--- src/rtl/clk_ratio_meter_if.sv ---
// clk_ratio_meter_if: measured clock input and measurement results of clk_ratio_meter
interface clk_ratio_meter_if;
  logic       clkin;
  logic [7:0] ratio;
  logic [7:0] hi_cnt;
  logic       upd;
  logic       locked;
  logic       stall;
  modport master (input clkin, output ratio, hi_cnt, upd, locked, stall);
  modport slave (output clkin, input ratio, hi_cnt, upd, locked, stall);
endinterface

--- src/rtl/clk_ratio_meter.sv ---
// clk_ratio_meter: measures clkin period and high time in clk cycles, with lock and stall detection
// Define CLK_RATIO_METER_DUTY_EN to build the high-time accumulator; otherwise hi_cnt is tied to 0.
module clk_ratio_meter #(
  parameter int LOCK_CNT = 4
) (
  input logic clk,
  input logic rst_n,
  clk_ratio_meter_if.master m
);
  typedef enum logic [1:0] {IDLE, ARM, MEAS} state_t;
  localparam logic [3:0] MMAX = 4'(LOCK_CNT - 1);
  state_t state, state_nx;
  logic s1, s2, s3, rise, tmo, load, cmp_eq;
  logic [7:0] cnt;
  logic [3:0] mcnt;
  assign rise = s2 & ~s3;
  assign tmo = ~rise & (cnt == 8'd255);
  always_ff @(posedge clk)
    if (!rst_n) state <= IDLE;
    else state <= state_nx;
  always_comb
    state_nx = rise ? (state == IDLE ? ARM : MEAS) : (tmo ? IDLE : state);
  always_comb begin
    load = rise & (state != IDLE);
    cmp_eq = rise & (state == MEAS) & (cnt == m.ratio);
  end
  always_ff @(posedge clk)
    if (!rst_n) {s1, s2, s3} <= '0;
    else {s1, s2, s3} <= {m.clkin, s1, s2};
  always_ff @(posedge clk)
    if (!rst_n) cnt <= '0;
    else cnt <= rise ? 8'd1 : cnt + {7'd0, cnt != 8'd255};
  always_ff @(posedge clk) begin
    if (!rst_n) begin
      m.ratio <= '0;
      m.upd <= 1'b0;
      m.locked <= 1'b0;
      m.stall <= 1'b0;
      mcnt <= '0;
    end else begin
      m.upd <= load;
      if (load) begin
        m.ratio <= cnt;
        mcnt <= cmp_eq ? (mcnt == MMAX ? MMAX : mcnt + 4'd1) : 4'd0;
        m.locked <= cmp_eq & (m.locked | ((mcnt + 4'd1) >= MMAX));
      end else if (tmo) begin
        m.ratio <= '0;
        m.locked <= 1'b0;
        mcnt <= '0;
      end
      if (rise) m.stall <= 1'b0;
      else if (tmo) m.stall <= 1'b1;
    end
  end
`ifdef CLK_RATIO_METER_DUTY_EN
  logic [7:0] hacc;
  always_ff @(posedge clk)
    if (!rst_n) hacc <= '0;
    else hacc <= rise ? 8'd1 : hacc + {7'd0, s2 && hacc != 8'd255};
  always_ff @(posedge clk)
    if (!rst_n) m.hi_cnt <= '0;
    else if (load) m.hi_cnt <= hacc;
    else if (tmo) m.hi_cnt <= '0;
`else
  assign m.hi_cnt = '0;
`endif
endmodule

--- src/flat_wrapper.sv ---
// flat-port wrapper written by rule: the top's interface ports become plain ports
module clk_ratio_meter_flat 
#(
  parameter int LOCK_CNT = 4
)
  (clk, rst_n, m_clkin, m_ratio, m_hi_cnt, m_upd, m_locked, m_stall);
  clk_ratio_meter_if m_i ();
  input logic clk;
  input logic rst_n;
  input wire logic [$bits(m_i.clkin)-1:0] m_clkin;
  output wire logic [$bits(m_i.ratio)-1:0] m_ratio;
  output wire logic [$bits(m_i.hi_cnt)-1:0] m_hi_cnt;
  output wire logic [$bits(m_i.upd)-1:0] m_upd;
  output wire logic [$bits(m_i.locked)-1:0] m_locked;
  output wire logic [$bits(m_i.stall)-1:0] m_stall;
  assign m_i.clkin = m_clkin;
  assign m_ratio = m_i.ratio;
  assign m_hi_cnt = m_i.hi_cnt;
  assign m_upd = m_i.upd;
  assign m_locked = m_i.locked;
  assign m_stall = m_i.stall;
  clk_ratio_meter #(.LOCK_CNT(LOCK_CNT)) u_core (.clk(clk), .rst_n(rst_n), .m(m_i));
endmodule
--- config.mk ---
export PLATFORM = sky130hd
export DESIGN_NAME = clk_ratio_meter_flat
export DESIGN_NICKNAME = d
export VERILOG_FILES = /design/src/rtl/clk_ratio_meter_if.sv /design/src/rtl/clk_ratio_meter.sv /design/src/flat_wrapper.sv
export SDC_FILE = /design/constraint.sdc
export NUM_CORES = 1
export LEC_CHECK = 0
export ABC_AREA = 1
export CAP_MARGIN = 20
export CORE_MARGIN = 1
export CORE_UTILIZATION = 50
export DETAILED_ROUTE_END_ITERATION = 12
export PLACE_DENSITY = 0.79
export SYNTH_ARGS = -nofsm -noshare
export SYNTH_HDL_FRONTEND = slang
export SYNTH_SLANG_ARGS = --single-unit
export TNS_END_PERCENT = 30
--- constraint.sdc ---
create_clock -name clk -period 4.87 [get_ports clk]
set_input_delay 1.2175 -clock clk [delete_from_list [all_inputs] [get_ports clk]]
set_output_delay 1.2175 -clock clk [all_outputs]
set_load 0.02 [all_outputs]
==> results of run 1 <==
[metrics by stage]
stage / area [sq um] / util / power, mW
floorplan: 1480 / - / 0.274
CTS: 1640 / 0.593 / 0.425
global placement: 1580 / 0.574 / 0.275
global route: 1640 / 0.593 / 0.441
finish: 1640 / 0.593 / 0.421
detailed placement: 1580 / 0.574 / 0.275
[logic make-up (layout without fill, tap and decap cells)]
kind of cell	Yosys count	after routing	share of synthesized area
buffers and inverters	35	43	0.114
other	1	8	0.00258
xor gates and xnor gates	7	7	0.0421
AOI/OAI and AO/OA	26	26	0.0972
DFF	28	28	0.385
adders and majority gates	4	4	0.0344
and+or+nand+nor	83	83	0.325
[worst max-delay path by stage]
stage / depth (start not counted) / endpoint / slack, ps / start
finish: 1 / m_ratio[1] / 2290 / u_core.m.ratio[1]
global route: 1 / m_ratio[1] / 2220 / u_core.m.ratio[1]
CTS: 1 / m_ratio[1] / 2270 / u_core.m.ratio[1]
detailed placement: 5 / u_core.cnt[6] / 2150 / rst_n
global placement: 5 / u_core.cnt[6] / 2230 / rst_n
floorplan: 5 / u_core.cnt[6] / 2950 / rst_n
[synthesized netlist by cell type (2+ instances only)]
| cell type | n | area share |
|---|---|---|
| nand2_2 | 4 | 0.017 |
| nand2_4 | 2 | 0.015 |
| a21oi_1 | 11 | 0.038 |
| ha_1 | 4 | 0.034 |
| inv_2 | 5 | 0.013 |
| inv_1 | 21 | 0.054 |
| o21ai_1 | 5 | 0.017 |
| nor2_1 | 19 | 0.049 |
| nand3_1 | 20 | 0.069 |
| o21ai_0 | 4 | 0.014 |
| nand2_1 | 23 | 0.059 |
| nor3_4 | 2 | 0.022 |
| o22ai_1 | 4 | 0.017 |
| buf_4 | 9 | 0.046 |
| nor2_4 | 4 | 0.031 |
| xnor2_1 | 6 | 0.036 |
| dfxtp_1 | 28 | 0.39 |
[report_power, final]
group | internal [mW] | switching [mW]
Clock | 0.0832 | 0.0669
Combinational | 0.0104 | 0.0234
Sequential | 0.233 | 0.00429
[layout make-up]
class,count,area [sq um],share of cell area
flip-flops and latches,28,561,0.343
well taps,31,38.8,0.0237
inverters,26,97.6,0.0597
repair buffers,13,130,0.0796
clock inverters,1,30.0,0.0184
multi-input cells,128,756,0.462
clock buffers,3,22.5,0.0138
[per-layer routing]
metal | vias up | GRT usage
met2 | 34 | 0.298
met5 | - | 0
met4 | 0 | 0.0767
li1 | 613 | -
met1 | 548 | 0.247
met3 | 6 | 0.0326
[state kept, by name (all words and copies together), names as in the netlist]
name / cells
u_core.m.locked: 1
u_core.m.ratio: 8
u_core.state: 2
u_core.m.stall: 1
u_core.s2: 1
u_core.s3: 1
u_core.m.upd: 1
u_core.s1: 1
u_core.cnt: 8
u_core.mcnt: 4
==> results.md, run 1 <==
* Status: finished clean
* Core ar. at roughly 2800 sq um
* Worst VDD drop at 0.189 mV
* Hold crit path type: reg2reg
* CP Buf/Inv Count at 1
* CP max-delay cell: clkdlybuf4s50_1
* Post-route worst setup slack at between 2000 and 2500 ps
* IO Pins at 22
* Met2 WL post-DR at 1240 microns
* RSZ-0062 raised after global routing: no
* Post-Syn Instances at roughly 180
* CP Max Fanout at 3
* Synthesized area per cell at just under 8 sq um
* Asr flop ratio synth at 0
* Fin Clk Skew at 5.12 ps
* Routed Antenna Nets at 0
* Congestion Overflow GR at 0
* Count of warnings emitted by yosys at 0
* Vias in the first global route at between 1000 and 1500
* Via density at around 5.2
* CTS resizes at 0
* Die Area at roughly 3100 sq um
* Worst Path Required at 3650 ps
* Post-Syn Area at approximately 1500 sq um
* Pre-CTS WS at about 2100 ps
* Most frequent cells in the layout: dfxtp_1, nand2_1, inv_1
* DR iter-0 viols at 23
* Period minus WS final at 2580 ps
* Largest net degree at the start of global routing at 17
* Most common cell after layout, fill and taps aside: dfxtp_1
* CP max stage delay at around 630 ps
* DIE HEIGHT at around 56 microns
* Hold Crit Depth at 2
* Critical Path End Type: output pin
* R2R Path End: u_core.cnt[6]
* Clk buf depth at 2
* Buffers added on ports at 13
* Worst EP arrival at 1360 ps
* Top FF cell, synth: dfxtp_1
* First-pass detailed-route iteration total at 4
* Combined global-route utilization of all metal layers at 0.185
* Final Max Slew Viols at 0
* R2R depth at 8
* Hold path endpoint: u_core.s2
* Post-synth EDFFs at 0
* Kind of critical path: reg2out
* DP Wirelength at around 2000 microns
* Setup TNS at 0 ps
* WL met3 at about 110 microns
* Final hold vios at 0
* Cell family with the largest share of critical-path delay: buffers and inverters
* # setup viols final at 0
* Fillers at roughly 280
* Top Metal Used: met4
* Clock buffers created by TritonCTS at 3
* Worst hold start: u_core.s1
* Area delta synth->final at 12.4%
* Fmax at just under 400 MHz
* LEAKAGE at about 0.65 nW
* Worst-path cell chain: clkdlybuf4s50_1
* CTS tree: built
* Sequential share of the synthesized area at 0.385
* Total wire length at around 2700 microns
* Cell row count at 19
* Final net count at 207
* First-pass GRT wire length at 4660 microns
* Die X at ~56 microns
* Wire per inst at ~12 microns
* Clock root cell: clkbuf_4
* Layout cells sized above 1 at 0.136
* Synthesis-stage register bit count at 28
* Routability cong. at about 0.91
* Drt drc at 0
* Cts hold-fix bufs at 0
* Initial core utilization at 0.528
* Tcrit/Tclk final at 0.530
* Reg2reg start: u_core.cnt[6]
* Synth unique cells at 30
* CTS sink count at 28
* CTS H-tree lvls at 1
* Setup repair bufs after CTS at 0
* Metal1 wirelength at 1270 microns
* Vias at between 1000 and 1500
* Register-to-register setup slack at 3000 ps
* Max Cap Viol at 0
* Cell Pwr Density at ~260 nW/um^2
* Critical Path Source Type: register
* Layout Cells excl Fill at between 200 and 250
* Clk_lat worst skew at approximately 320 ps
* Final hold slack at about 430 ps
* # diodes at 0
* Initial antenna violation count at 0
* Clock slew at reported path FFs at 150 ps
* DP Cell Count at ~230
Power figures use the tool's default switching activity.
==> run 2: changes to the inputs <==
--- a/config.mk
+++ b/config.mk
@@ -8,7 +8,7 @@
 export ABC_AREA = 1
 export CAP_MARGIN = 20
 export CORE_MARGIN = 1
-export CORE_UTILIZATION = 50
+export CORE_UTILIZATION = 48
 export DETAILED_ROUTE_END_ITERATION = 12
 export PLACE_DENSITY = 0.79
 export SYNTH_ARGS = -nofsm -noshare
==> constraint.sdc (replaced) <==
create_clock -name clk -period 2.25 [get_ports clk]
set_input_delay 0.5625 -clock clk [delete_from_list [all_inputs] [get_ports clk]]
set_output_delay 0.5625 -clock clk [all_outputs]
set_load 0.02 [all_outputs]
==> results.md, run 2 (synthesized netlist as in run 1, its figures left out) <==
* CP Max Fanout at 3 (unchanged)
* Worst hold start: u_core.s1 (unchanged)
* RSZ-0062 raised after global routing: no (unchanged)
* First-pass GRT wire length at 4550 microns (was 4660 microns)
* Final Max Slew Viols at 0 (unchanged)
* Tcrit/Tclk final at 0.849
* Worst setup path start: u_core.m.ratio[0] (was u_core.m.ratio[1])
* Area delta synth->final at 11.8% (was 12.4%)
* Reg area at 561 sq um (unchanged)
* Final hold slack at 426 ps (was 427 ps)
* Drt drc at 3 (was 0)
* R2R depth at 8 (unchanged)
* PnR Total Power at 827 uW (was 421 uW)
* Hold Crit Depth at 2 (unchanged)
* DP Wirelength at 2030 microns (was 2040 microns)
* Max Cap Viol at 0 (unchanged)
* Violated checks: design-rule violations
* Vias at 1159 (was 1201)
* Clk buf depth at 2 (unchanged)
* Setup TNS at 0 ps (unchanged)
* Worst Path Required at 1690 ps (was 3650 ps)
* Combined global-route utilization of all metal layers at 0.175 (was 0.185)
* Routability cong. at 0.866 (was 0.910)
* Cell family with the largest share of critical-path delay: buffers and inverters (unchanged)
* CP max stage delay at 620 ps (was 630 ps)
* Critical Path End Type: output pin (unchanged)
* Setup repair bufs after CTS at 0 (unchanged)
* IO Pins at 22 (unchanged)
* DR iter-0 viols at 35 (was 23)
* Vias in the first global route at 1033 (was 1130)
* Wire per inst at 11.4 microns (was 11.6 microns)
* Via density at 5.02 (was 5.22)
* CP Buf/Inv Count at 1 (unchanged)
* CTS sink count at 28 (unchanged)
* Cell row count at 19 (unchanged)
* Most frequent cells in the layout: dfxtp_1, nand2_1, inv_1 (unchanged)
* Cell Pwr Density at 508 nW/um^2 (was 258 nW/um^2)
* First-pass detailed-route iteration total at 8 (was 4)
* Fillers at 259 (was 275)
* CTS tree: built (unchanged)
* DIE HEIGHT at 57.1 microns (was 55.9 microns)
* CTS resizes at 0 (unchanged)
* Hold crit path type: reg2reg (unchanged)
* LEAKAGE at 0.645 nW (was 0.647 nW)
* Reg2reg start: u_core.cnt[6] (unchanged)
* CP max-delay cell: clkdlybuf4s50_1 (unchanged)
* Congestion Overflow GR at 0 (unchanged)
* Largest registers: u_core.cnt (8), u_core.m.ratio (8), u_core.mcnt (4) (unchanged)
* Register-to-register setup slack at 430 ps (was 3000 ps)
* R2R Path End: u_core.cnt[6] (unchanged)
* Worst-path cell chain: clkdlybuf4s50_1 (unchanged)
* Clock slew at reported path FFs at 140 ps (was 150 ps)
* Clock root cell: clkbuf_4 (unchanged)
* Final hold vios at 0 (unchanged)
* CTS H-tree lvls at 1 (unchanged)
* Initial antenna violation count at 0 (unchanged)
* Hold path endpoint: u_core.s2 (unchanged)
* Kind of critical path: reg2out (unchanged)
* Core ar. at 2810 sq um (was 2760 sq um)
* Fmax at between 500 and 600 MHz
* Area of the multi-input gates at 756 sq um (unchanged)
* Status: complete, but fails checks (was finished clean)
* Initial core utilization at 0.519 (was 0.528)
* Worst EP arrival at 1350 ps (was 1360 ps)
* Die Area at 3260 sq um (was 3130 sq um)
* Clk_lat worst skew at 320 ps (about the same)
* Clock buffers created by TritonCTS at 3 (unchanged)
* Critical Path Source Type: register (unchanged)
* Most common cell after layout, fill and taps aside: dfxtp_1 (unchanged)
* Cts hold-fix bufs at 0 (unchanged)
* Total wire length at 2640 microns (was 2680 microns)
* Worst VDD drop at 0.291 mV (was 0.189 mV)
* Layout cells sized above 1 at 0.140 (was 0.136)
* Die X at 57.1 microns (was 55.9 microns)
* Final net count at 208 (was 207)
* # diodes at 0 (unchanged)
* Period minus WS final at approximately 1900 ps
* Routed Antenna Nets at 0 (unchanged)
* Fin Clk Skew at 2.72 ps (was 5.12 ps)
* Buffers added on ports at 13 (unchanged)
* Largest net degree at the start of global routing at 16 (was 17)
* # setup viols final at 0 (unchanged)
-- run 2: changes by cell type in the layout (fill, tap and decap cells not counted), sizes merged --
cell / previous run / this run
bufinv: 1 / 0
clkbuf: 3 / 4
buf: 0 / 1
-- run 2: how the worst max path moves through the flow --
stage | end | slack (ps) | cells after the start
final | m_ratio[0] | 340 | 1
after global routing | m_ratio[1] | 270 | 1
after CTS | m_ratio[0] | 320 | 1
after detailed placement | u_core.cnt[6] | 370 | 5
after global placement | u_core.cnt[6] | 440 | 5
after floorplan | u_core.cnt[4] | 660 | 8
-- run 2: metal layers --
layer,wire length [microns],track usage,share of wire,vias up
li1,-,-,-,612
met1,1310,0.243,0.50,518
met2,1210,0.291,0.46,25
met3,96,0.0204,0.036,4
met4,25,0.0418,0.0095,0
met5,0,0,0,-
-- run 2: area by class of cell --
cell class / instances / area share
Clock buffer: 4 / 0.0223
Inverter: 26 / 0.0600
Multi-Input combinational cell: 128 / 0.465
Sequential cell: 28 / 0.345
Tap cell: 31 / 0.0238
Timing Repair Buffer: 14 / 0.0846
-- run 2: stage by stage --
| stage | instances | worst slack, ps | area (sq um) | utilization |
|---|---|---|---|---|
| after floorplan | 191 | 664 | 1480 | - |
| after global placement | 227 | 439 | 1590 | 0.567 |
| after detailed placement | 227 | 373 | 1590 | 0.567 |
| after CTS | 231 | 321 | 1630 | 0.580 |
| after global routing | 231 | 268 | 1630 | 0.580 |
| final | 231 | 339 | 1630 | 0.580 |
-- run 2: report_power, final --
group	switching, mW	internal (mW)	total, mW
Clock	0.140	0.0990	0.239
Sequential	0.00901	0.504	0.513
Combinational	0.0513	0.0236	0.0749
Total	0.200	0.627	0.827
==> run 3: changes to the inputs <==
==> constraint.sdc (replaced) <==
create_clock -name clk -period 1.61 [get_ports clk]
set_input_delay 0.4025 -clock clk [delete_from_list [all_inputs] [get_ports clk]]
set_output_delay 0.4025 -clock clk [all_outputs]
set_load 0.02 [all_outputs]
==> results.md, run 3 (synthesized netlist as in run 1, its figures left out) <==
* Status: complete, but fails checks (unchanged)
* Violated checks: design-rule violations (unchanged)
* Vias at 1236 (was 1159)
* Worst VDD drop at 0.504 mV (was 0.291 mV)
* Net Sw Frac at 0.254 (was 0.242)
* # diodes at 0 (unchanged)
* Largest net degree at the start of global routing at 16 (unchanged)
* Vias in the first global route at 1117 (was 1033)
* Clock buffers created by TritonCTS at 3 (unchanged)
* Tcrit/Tclk final at 0.963
* Clk buf depth at 2 (unchanged)
* Congestion Overflow GR at 0 (unchanged)
* Final hold vios at 0 (unchanged)
* Cell Pwr Density at 692 nW/um^2 (was 508 nW/um^2)
* Setup repair bufs after CTS at 0 (unchanged)
* Critical Path End Type: register (was output pin)
* Setup TNS at 0 ps (unchanged)
* Pint at 887 uW (was 627 uW)
* Clock network fraction of design power at 0.297 (was 0.289)
* Drt drc at 3 (unchanged)
* Psw at 302 uW (was 200 uW)
* Worst EP arrival at 1810 ps (was 1350 ps)
* Initial antenna violation count at 0 (unchanged)
* DR iter-0 viols at 26 (was 35)
* Routability cong. at 0.863 (was 0.866)
* Reg area at 564 sq um (was 561 sq um)
* DP Wirelength at 2200 microns (was 2030 microns)
* First-pass detailed-route iteration total at 8 (unchanged)
* Core ar. at 2810 sq um (unchanged)
* CTS sink count at 28 (unchanged)
* CP max-delay cell: dfxtp_1 (was clkdlybuf4s50_1)
* Most used cell, CP: nand2_1
* Clk_lat worst skew at 330 ps (was 320 ps)
* Final core utilization at 0.613 (was 0.580)
* DIE HEIGHT at 57.1 microns (unchanged)
* R2R depth at 9 (was 8)
* CP Max Fanout at 3 (unchanged)
* Period minus WS final at ~1600 ps
* Final Max Slew Viols at 0 (unchanged)
* Clock slew at reported path FFs at 160 ps (was 140 ps)
* Hold crit path type: reg2reg (unchanged)
* Comb power frac at 0.104 (was 0.091)
* Final net count at 220 (was 208)
* IO Pins at 22 (unchanged)
* Clock root cell: clkbuf_4 (unchanged)
* Area delta synth->final at 18.1% (was 11.8%)
* Most frequent cells in the layout: dfxtp_1, nand2_1, inv_1 (unchanged)
* DP Cell Count at 239 (was 227)
* Sequential fraction of design power at 0.599 (was 0.621)
* CTS tree: built (unchanged)
* Max Cap Viol at 0 (unchanged)
* Most common cell after layout, fill and taps aside: dfxtp_1 (unchanged)
* CP max stage delay at 380 ps (was 620 ps)
* Via density at 5.09 (was 5.02)
* Layout cells sized above 1 at 0.217 (was 0.140)
* LEAKAGE at 0.759 nW (was 0.645 nW)
* Fin Clk Skew at 10.4 ps (was 2.72 ps)
* Hold Crit Depth at 2 (unchanged)
* Die Area at 3260 sq um (unchanged)
* Initial core utilization at 0.519 (unchanged)
* Buffers added on ports at 13 (unchanged)
* Layout Cells excl Fill at 243 (was 231)
* Die X at 57.1 microns (unchanged)
* Largest registers: u_core.cnt (8), u_core.m.ratio (8), u_core.mcnt (4) (unchanged)
* Total wire length at 2900 microns (was 2640 microns)
* Routed Antenna Nets at 0 (unchanged)
* Area of the multi-input gates at 768 sq um (was 756 sq um)
* CTS H-tree lvls at 1 (unchanged)
* First-pass GRT wire length at 4820 microns (was 4550 microns)
* Wire per inst at 11.9 microns (was 11.4 microns)
* Cell row count at 19 (unchanged)
* Critical Path Source Type: register (unchanged)
* Combined global-route utilization of all metal layers at 0.188 (was 0.175)
* Kind of critical path: reg2reg (was reg2out)
* Fmax at between 600 and 700 MHz
* Worst Path Required at 1870 ps (was 1690 ps)
* # setup viols final at 0 (unchanged)
* Worst-path cell chain: nand2_1, nor3_4, nand2_1, ha_1, nand3_2, nor2_2, nand3_1, o21ai_1, a21oi_1 (was clkdlybuf4s50_1)
* Fillers at 252 (was 259)
run 3: power by group through the flow:
stage	sequential (mW)	clock (mW)	combinational (mW)
global placement	0.726	0	0.118
global route	0.713	0.382	0.138
CTS	0.712	0.359	0.121
detailed placement	0.726	0	0.121
floorplan	0.730	0	0.0997
finish	0.712	0.354	0.124
run 3: worst max-delay path, delay by kind of cell (launching register included):
kind                       cells  cell delay, ps
and+or+nand+nor                6             660
adders and majority gates      1             220
AOI/OAI and AO/OA              2             230
DFF                            1             380
run 3: worst paths after layout:
path / start / endpoint / slack [ps]
setup / recovery: u_core.cnt[4] / u_core.cnt[7] / 60
setup reg to reg: u_core.cnt[4] / u_core.cnt[7] / 60
hold / removal: u_core.s1 / u_core.s2 / 430
hold reg to reg: u_core.s1 / u_core.s2 / 430
run 3: area by class of cell:
cell class / instances / area share
clock buffers: 4 / 0.0211
multi-input cells: 128 / 0.447
repair buffers: 26 / 0.124
well taps: 31 / 0.0226
inverters: 26 / 0.0568
flip-flops and latches: 28 / 0.328
run 3: per-stage QoR:
| step | power [mW] | setup WS [ps] | hold WS, ps | area (sq um) |
|---|---|---|---|---|
| after CTS | 1.19 | 18.6 | 431 | 1700 |
| after floorplan | 0.830 | 24.1 | 390 | 1480 |
| after global routing | 1.23 | -1.38 | 434 | 1720 |
| after detailed placement | 0.847 | 58.3 | 404 | 1680 |
| after global placement | 0.844 | 65.8 | 391 | 1680 |
| final | 1.19 | 59.6 | 427 | 1720 |
run 3: routing by layer:
layer / vias to the layer above / part of all wire / track usage
met2: 37 / 0.47 / 0.314
met4: 0 / 0.0034 / 0.0523
li1: 636 / - / -
met5: - / 0 / 0
met1: 561 / 0.48 / 0.260
met3: 2 / 0.038 / 0.0204
run 3: what timing repair did:
action / CTS / global route
endpoints found under the setup margin: 11 / 3
gates resized for setup: 11 / 6
hold buffers: 0 / 0
